### src/rtl/mdu_issue_ctrl.sv
// mdu_issue_ctrl
//   E-stage issue controller in front of the multiply/divide unit (MDU).
//   Decodes the E-stage MD-class op into the MDU control strobes, keeps a
//   shadow busy countdown that matches the MDU latency, and raises the
//   D-stage stall for MD-class instructions while the MDU is busy. A sticky
//   protocol-error flag and a saturating stall-cycle counter are kept for
//   verification.
//
// Ports
//   clk        in   clock
//   reset      in   synchronous, active-high reset
//   d_valid    in   D-stage holds a real instruction
//   d_op       in   D-stage MD class code (0 none, 1 mult, 2 multu, 3 div,
//                   4 divu, 5 mfhi, 6 mflo, 7 mthi, 8 mtlo, others none)
//   e_valid    in   E-stage holds a real instruction
//   e_op       in   E-stage MD class code, same encoding as d_op
//   flush_e    in   E-stage instruction is squashed this cycle
//   start      out  MDU Start
//   mdu_op     out  MDU op: 0 mult, 1 multu, 2 div, 3 divu
//   hi_write   out  MDU HI write strobe (mthi)
//   lo_write   out  MDU LO write strobe (mtlo)
//   hi_read    out  MDU HI read select (mfhi)
//   lo_read    out  MDU LO read select (mflo)
//   busy       out  shadow of MDU Busy
//   stall_d    out  freeze PC and D, bubble into E
//   proto_err  out  sticky protocol-error flag
//   stall_cnt  out  saturating count of MD stall cycles

module mdu_issue_ctrl #(
    parameter int MUL_LAT = 5,
    parameter int DIV_LAT = 10,
    parameter int CNT_W   = 16
) (
    input  logic             clk,
    input  logic             reset,
    input  logic             d_valid,
    input  logic [3:0]       d_op,
    input  logic             e_valid,
    input  logic [3:0]       e_op,
    input  logic             flush_e,
    output logic             start,
    output logic [3:0]       mdu_op,
    output logic             hi_write,
    output logic             lo_write,
    output logic             hi_read,
    output logic             lo_read,
    output logic             busy,
    output logic             stall_d,
    output logic             proto_err,
    output logic [CNT_W-1:0] stall_cnt
);

    typedef enum logic [1:0] {
        IDLE = 2'd0,
        MUL  = 2'd1,
        DIV  = 2'd2
    } state_t;

    localparam logic [3:0] MUL_LAT_C = 4'(MUL_LAT);
    localparam logic [3:0] DIV_LAT_C = 4'(DIV_LAT);

    state_t     state;
    state_t     state_next;
    logic [3:0] cnt;
    logic [3:0] cnt_next;

    logic       iss;
    logic       e_mul;
    logic       e_div;
    logic       e_md;
    logic       d_md;
    logic [2:0] strobe_sum;
    logic       multi_strobe;
    logic       missed_stall;

    // Op-class decode for both stages.
    assign iss   = e_valid && !flush_e;
    assign e_mul = (e_op == 4'd1) || (e_op == 4'd2);
    assign e_div = (e_op == 4'd3) || (e_op == 4'd4);
    assign e_md  = (e_op != 4'd0) && (e_op <= 4'd8);
    assign d_md  = (d_op != 4'd0) && (d_op <= 4'd8);

    // Strobes are purely combinational from E; they keep following the
    // inputs during reset because the MDU itself gives reset priority.
    assign start    = iss && (e_mul || e_div);
    assign mdu_op   = (e_mul || e_div) ? (e_op - 4'd1) : 4'd0;
    assign hi_write = iss && (e_op == 4'd7);
    assign lo_write = iss && (e_op == 4'd8);
    assign hi_read  = iss && (e_op == 4'd5);
    assign lo_read  = iss && (e_op == 4'd6);

    // Busy includes the start cycle itself, so a dependent MD op in D is
    // held from the very cycle its producer issues.
    assign busy    = start || (cnt != 4'd0);
    assign stall_d = d_valid && d_md && busy;

    assign strobe_sum   = 3'(start) + 3'(hi_write) + 3'(lo_write)
                        + 3'(hi_read) + 3'(lo_read);
    assign multi_strobe = (strobe_sum > 3'd1);
    // An MD op reaching E with the countdown still running means the
    // D-stage stall was not honoured upstream.
    assign missed_stall = iss && e_md && (cnt != 4'd0);

    always_ff @(posedge clk) begin
        if (reset) begin
            state <= IDLE;
            cnt   <= 4'd0;
        end else begin
            state <= state_next;
            cnt   <= cnt_next;
        end
    end

    // A new start always reloads the countdown, even mid-operation; the
    // in-flight operation is left to the MDU to commit.
    always_comb begin
        state_next = state;
        cnt_next   = cnt;
        if (start) begin
            if (e_mul) begin
                state_next = MUL;
                cnt_next   = MUL_LAT_C;
            end else begin
                state_next = DIV;
                cnt_next   = DIV_LAT_C;
            end
        end else begin
            case (state)
                IDLE: begin
                    state_next = IDLE;
                    cnt_next   = 4'd0;
                end
                MUL, DIV: begin
                    if (cnt <= 4'd1) begin
                        state_next = IDLE;
                        cnt_next   = 4'd0;
                    end else begin
                        cnt_next = cnt - 4'd1;
                    end
                end
                default: begin
                    state_next = IDLE;
                    cnt_next   = 4'd0;
                end
            endcase
        end
    end

    always_ff @(posedge clk) begin
        if (reset) begin
            proto_err <= 1'b0;
            stall_cnt <= '0;
        end else begin
            if (missed_stall || multi_strobe) begin
                proto_err <= 1'b1;
            end
            if (stall_d && (stall_cnt != {CNT_W{1'b1}})) begin
                stall_cnt <= stall_cnt + {{(CNT_W-1){1'b0}}, 1'b1};
            end
        end
    end

endmodule
### config.mk
export PLATFORM = sky130hd
export DESIGN_NAME = mdu_issue_ctrl
export DESIGN_NICKNAME = d
export VERILOG_FILES = /design/src/rtl/mdu_issue_ctrl.sv
export SDC_FILE = /design/constraint.sdc
export NUM_CORES = 1
export LEC_CHECK = 0
export ABC_AREA = 1
export CORE_MARGIN = 1.5
export CORE_UTILIZATION = 35
export CTS_BUF_LIST = sky130_fd_sc_hd__clkbuf_8
export DETAILED_ROUTE_END_ITERATION = 16
export PLACE_DENSITY = 0.58
export SLEW_MARGIN = 30
export SYNTH_ARGS = -nofsm -noshare
export SYNTH_HDL_FRONTEND = slang
export SYNTH_SLANG_ARGS = --single-unit
### constraint.sdc
create_clock -name clk -period 2.8 [get_ports clk]
set_input_delay 0.28 -clock clk [delete_from_list [all_inputs] [get_ports clk]]
set_output_delay 0.28 -clock clk [all_outputs]
set_load 0.03 [all_outputs]
# --- Word-level counts from Yosys, hierarchy flattened ---
# Cells that the tools add are included.
op_classes:
  addsub: 7
  n_mux: 9
  order_cmp: 4
  eq_ne: 12
  n_reduce_logical: 23
ops:
  columns: ["operator", "count"]
  rows:
  - ["4-bit two-way mux", 5]
  - ["16-bit by 1-bit adder with 16-bit output, second input constant", 1]
  - ["4-bit by 3-bit equality test with 1-bit output, second input constant", 4]
  - ["16-bit != test, second input constant", 1]
  - ["1-bit logical AND", 13]
  - ["4-bit nonzero test", 3]
  - ["4-bit by 2-bit equality test with 1-bit output, second input constant", 2]
  - ["4-bit less-or-equal comparator, second input constant", 2]
  - ["2-bit two-way mux", 4]
  - ["4-bit by 1-bit subtractor with 4-bit output, second input constant", 2]
  - ["3-bit by 1-bit adder with 3-bit output", 2]
  - ["1-bit logical OR", 5]
  - ["4-bit by 1-bit equality test with 1-bit output, second input constant", 1]
  - ["4-bit equality test, second input constant", 1]
  - ["4-bit by 1-bit less-or-equal comparator with 1-bit output, second input constant", 1]
  - ["2-bit by 1-bit adder with 3-bit output", 1]
  - ["3-bit by 1-bit > comparator with 1-bit output, second input constant", 1]
  - ["3-bit != test, second input constant", 1]
  - ["1-bit by 1-bit adder with 2-bit output", 1]
  - ["2-bit by 1-bit equality test with 1-bit output, second input constant", 1]
  - ["2-bit equality test, second input constant", 1]
  - ["2-bit OR reduction", 1]
  - ["1-bit logical NOT", 1]
totals:
  register_bits: 23
  elab_cells: 59
  out_inout_bits: 28
  inputBits: 13

# --- Depth between registers and ports, before layout ---
logic_depth:
  word_depth: 10
  ltp_mapped: 14

# --- Worst setup path before layout ---
# OpenSTA, ideal clock, no wires.
synth_timing:
  path_kind: "input to register"
  startpoint: "input e_valid"
  endpoint: "register proto_err"
  t_required_ps: 2684
  arrival_time_ps: 2738
  path_stages: 12
  setup_time_ps: 116
  path_slack_ps: -54
  n_path_buf: 0
  cell_sequence: "inv_1 -> nor2_1 -> inv_1 -> nor3_1 -> inv_1 -> fa_1 -> inv_1 -> ha_1 -> nand3_1 -> nand4_1 -> o21ai_0 -> inv_1"
synth_via:
  elab_chain_cells: 8
  elab_cells_between_ends: 14
  cone_classes: "add/sub: 4; order compare: 1; reduce/logical: 9"
synth_rtl:
  columns: ["item", "line", "source"]
  rows:
  - ["start, declared", "38", "input logic e_valid,"]
  - ["1-bit logical AND", "77", "assign iss = e_valid && !flush_e;"]
  - ["1-bit logical AND", "87", "assign hi_write = iss && (e_op == 4'd7);"]
  - ["named net hi_write", "43", "output logic hi_write,"]
  - ["1-bit by 1-bit adder with 2-bit output", "97", "assign strobe_sum = 3'(start) + 3'(hi_write) + 3'(lo_write)"]
  - ["2-bit by 1-bit adder with 3-bit output", "97", null]
  - ["3-bit by 1-bit adder with 3-bit output (2 in series)", "98", "+ 3'(hi_read) + 3'(lo_read);"]
  - ["3-bit by 1-bit > comparator with 1-bit output", "99", "assign multi_strobe = (strobe_sum > 3'd1);"]
  - ["1-bit logical OR", "154", "if (missed_stall || multi_strobe) begin"]
  - ["end signal, assigned", "151", "proto_err <= 1'b0;"]
  - ["end signal, assigned", "155", "proto_err <= 1'b1;"]
  - ["end, declared", "49", "output logic proto_err,"]
# The timed path passes the listed nets, and every way through them passes these cells.
# A chain may end at the register's enable or synchronous reset.

# --- Worst setup path in the final report ---
layout_timing:
  startpoint: "input e_op[0]"
  endpoint: "output stall_d"
layout_via:
  elab_chain_cells: 6
  elab_cells_between_ends: 10
  cone_classes: "eq/ne: 4; reduce/logical: 6"
layout_rtl:
  columns: ["item", "line", "source"]
  rows:
  - ["start, declared", "39", "input logic [3:0] e_op,"]
  - ["4-bit by 1-bit equality test with 1-bit output (tied with other cells)", "78", "assign e_mul = (e_op == 4'd1) || (e_op == 4'd2);"]
  - ["1-bit logical OR, on equally long branches", "78, 79", null]
  - ["1-bit logical OR *", "85", "assign start = iss && (e_mul || e_div);"]
  - ["1-bit logical AND *", "85", null]
  - ["1-bit logical OR *", "94", "assign busy = start || (cnt != 4'd0);"]
  - ["1-bit logical AND *", "95", "assign stall_d = d_valid && d_md && busy;"]
  - ["end, declared", "48", "output logic stall_d,"]
# Mark *: on every way between the ends. The rest lies on a longest branch, timed or not.

==> impl_metrics.json <==
{
  "syn_inst": 255,
  "clkPwrFrac": 0.313,
  "power_density_nw_per_um2": 290,
  "rows": 25,
  "fin_crit_ns": 2.62,
  "clk_path_buf_depth": 2,
  "antenna_cells": 0,
  "r2r_start": "cnt[0]",
  "pwr-share-comb": 0.190,
  "r2r-end": "stall_cnt[2]",
  "mostFrequentLayoutCells": "nand2_1, clkdlybuf4s50_1, inv_1",
  "post_cts_resize_count": 0,
  "grt_pass1_wl_um": 7050,
  "die_y_um": 74.3,
  "syn_area_per_cell_sq_um": 6.97,
  "cts_root_buf": "clkbuf_8",
  "worstSetupStartpointType": "input port",
  "cp_num_buf_inv": 5,
  "total_power_w": 0.000669,
  "cts_hold_buf": 0,
  "ys_seq_elements": 23,
  "place_ws_ns": 0.130,
  "dr_total_vias": 1650,
  "outcome": "finished clean",
  "floorplan.core_area_sq_um": 4820,
  "drt_iter0_drc": 85,
  "max_freq_mhz": 381,
  "cts_sinks": 23,
  "gp_congestion": 0.828,
  "cts_buffers": 3,
  "cts_setup_buffers": 0,
  "crit_type": "in -> out",
  "cp.depth": 11,
  "critical_path_required_ns": 2.52,
  "p_leak_nw": 0.917,
  "setup_tns_ns": 0,
  "final_common_cell": "nand2_1",
  "synth_nets": 278,
  "startpoint": "e_op[0]",
  "drv_cap": 0,
  "power_frac_seq": 0.497,
  "fin_nets": 323,
  "finalSetupViolCount": 0,
  "finalWirelength_um": 4080,
  "initial_utilization": 0.369,
  "setup_slack_ns": 0.177,
  "die-area_sq_um": 5520,
  "drive_gt1_frac": 0.147,
  "dr.pass1.iters": 4,
  "ff2ff_setup_slack_ns": 1.03,
  "p_int_w": 0.000481,
  "drc_errors": 0,
  "path_max_fanout": 4,
  "synth_area_sq_um": 1780,
  "slew_headroom": 0.674,
  "cts_max_level": 1,
  "cts.clk_slew.worst_paths_ns": 0.08,
  "postRouteAntennaNets": 0,
  "ys.flop_type": "dfxtp_1",
  "finClkSkew_ns": 0.00412,
  "ys_async_sr_fraction": 0,
  "swShare": 0.281,
  "insertion_delay_ns": 0.27,
  "slew_viol_final": 0,
  "rsz0062_at_grt": "false",
  "p_sw_w": 0.000188,
  "cts_tree": "done",
  "antenna_found_initial": 0,
  "grt_use_total": 0.161,
  "final_area_sq_um": 2310,
  "synth_edf_count": 0,
  "end_kind": "output port",
  "port_buffers": 40,
  "die_x_um": 74.3,
  "yosysWarnings": 0,
  "synth_cell_types": 29,
  "cp-endpoint": "stall_d",
  "grt_max_degree": 15,
  "vdd_drop_max_v": 0.000258,
  "dp_hpwl_um": 3190,
  "fin_crit_sh": 0.937,
  "hold_viol_final": 0,
  "critPathMaxStageDelay_ns": 0.70,
  "via_per_inst": 4.51,
  "synth_top_area_share": 0.259,
  "syn_to_final_growth_pct": 29.8,
  "critical_path_arrival_ns": 2.34,
  "hold_path.class": "reg -> reg",
  "critical_path.top_delay_family": "buffers and inverters",
  "crit_path_cell_trace": "clkdlybuf4s50_1 > inv_1 > ha_1 > inv_1 > nand2_1 > nand2_2 > nand3_4 > nand2_4 > buf_4 > a21oi_4 > clkdlybuf4s50_1",
  "grt_pass1_vias": 1554,
  "worst_pin_slew_ns": 0.487,
  "wire_per_inst_um": 11.2,
  "placement.cell_area_sq_um": 2260,
  "grt_overflow_total": 0,
  "io_pins": 41,
  "crit_slowest_cell": "clkdlybuf4s50_1",
  "r2r_cells": 9,
  "synth_top_area_cell": "dfxtp_1",
  "synthTopCellsByArea": "dfxtp_1, nand2_1, inv_1, ha_1, nor2_1",
  "yosysSeqAreaShare": 0.259
}
[metal layers]
layer / track usage / vias to the layer above / wire length, um
li1: - / 897 / -
met1: 0.227 / 729 / 2120
met2: 0.257 / 22 / 1800
met3: 0.0352 / 2 / 145
met4: 0.0242 / 0 / 12
met5: 0 / - / 0
[Yosys cell counts (2+ instances only)]
master	instances
nand2_1	57
inv_1	38
nor2_1	29
dfxtp_1	23
nand3_1	15
a21oi_1	12
nand4_1	10
ha_1	9
a21oi_2	8
nand2_2	8
nor3_1	6
o21ai_0	6
xor2_1	6
nand2_4	4
nand3b_1	4
nor2_4	4
buf_6	2
nand3_2	2
nand3_4	2
[metrics by stage]
| stage | instances | util | hold WS [ns] |
|---|---|---|---|
| 6_report | 366 | 0.479 | 0.477 |
| 5_1_grt | 366 | 0.479 | 0.497 |
| 4_1_cts | 366 | 0.479 | 0.481 |
| 3_5_place_dp | 362 | 0.470 | 0.462 |
| 3_3_place_gp | 362 | 0.470 | 0.465 |
| 2_1_floorplan | 255 | - | 0.452 |
[cells by family after synthesis]
logic type,synth area share
xor+xnor,0.0345
simple gates,0.422
flops,0.259
fa+ha+maj,0.0746
compound gates,0.0992
buf+inv,0.111
[area by class of cell]
type / count / area (sq um)
fillers: 517 / 2510
multi-input cells: 188 / 1130
flip-flops and latches: 23 / 460
repair buffers: 46 / 445
inverters: 38 / 143
well taps: 67 / 83.8
clock buffers: 3 / 41.3
clock inverters: 1 / 5.00
[flip-flops by register name, indices dropped and copies added (netlist names)]
signal / count
proto_err: 1
cnt: 4
state: 2
stall_cnt: 16
[power by group through the flow]
| stage | combinational [W] | clock [W] | sequential, W |
|---|---|---|---|
| after CTS | 0.000128 | 0.000220 | 0.000333 |
| after detailed placement | 0.000127 | 0 | 0.000341 |
| final | 0.000127 | 0.000210 | 0.000333 |
| after global placement | 0.000127 | 0 | 0.000341 |
| after floorplan | 0.0000751 | 0 | 0.000344 |
| after global routing | 0.000140 | 0.000228 | 0.000333 |
[worst min path at each step]
stage	startpoint	to	slack (ns)	cells past startpoint
detailed placement	proto_err	proto_err	0.46	2
floorplan	state[1]	state[1]	0.45	2
CTS	state[1]	state[1]	0.48	2
global route	state[1]	state[1]	0.50	2
finish	state[1]	state[1]	0.48	2
global placement	state[0]	state[0]	0.47	2
[worst min-delay path, stage by stage, from the launching register on]
cell,delay (ns)
dfxtp_1,0.33
nand2_1,0.06
a21oi_1,0.05
Note: power is estimated with default switching activity, not from simulation.
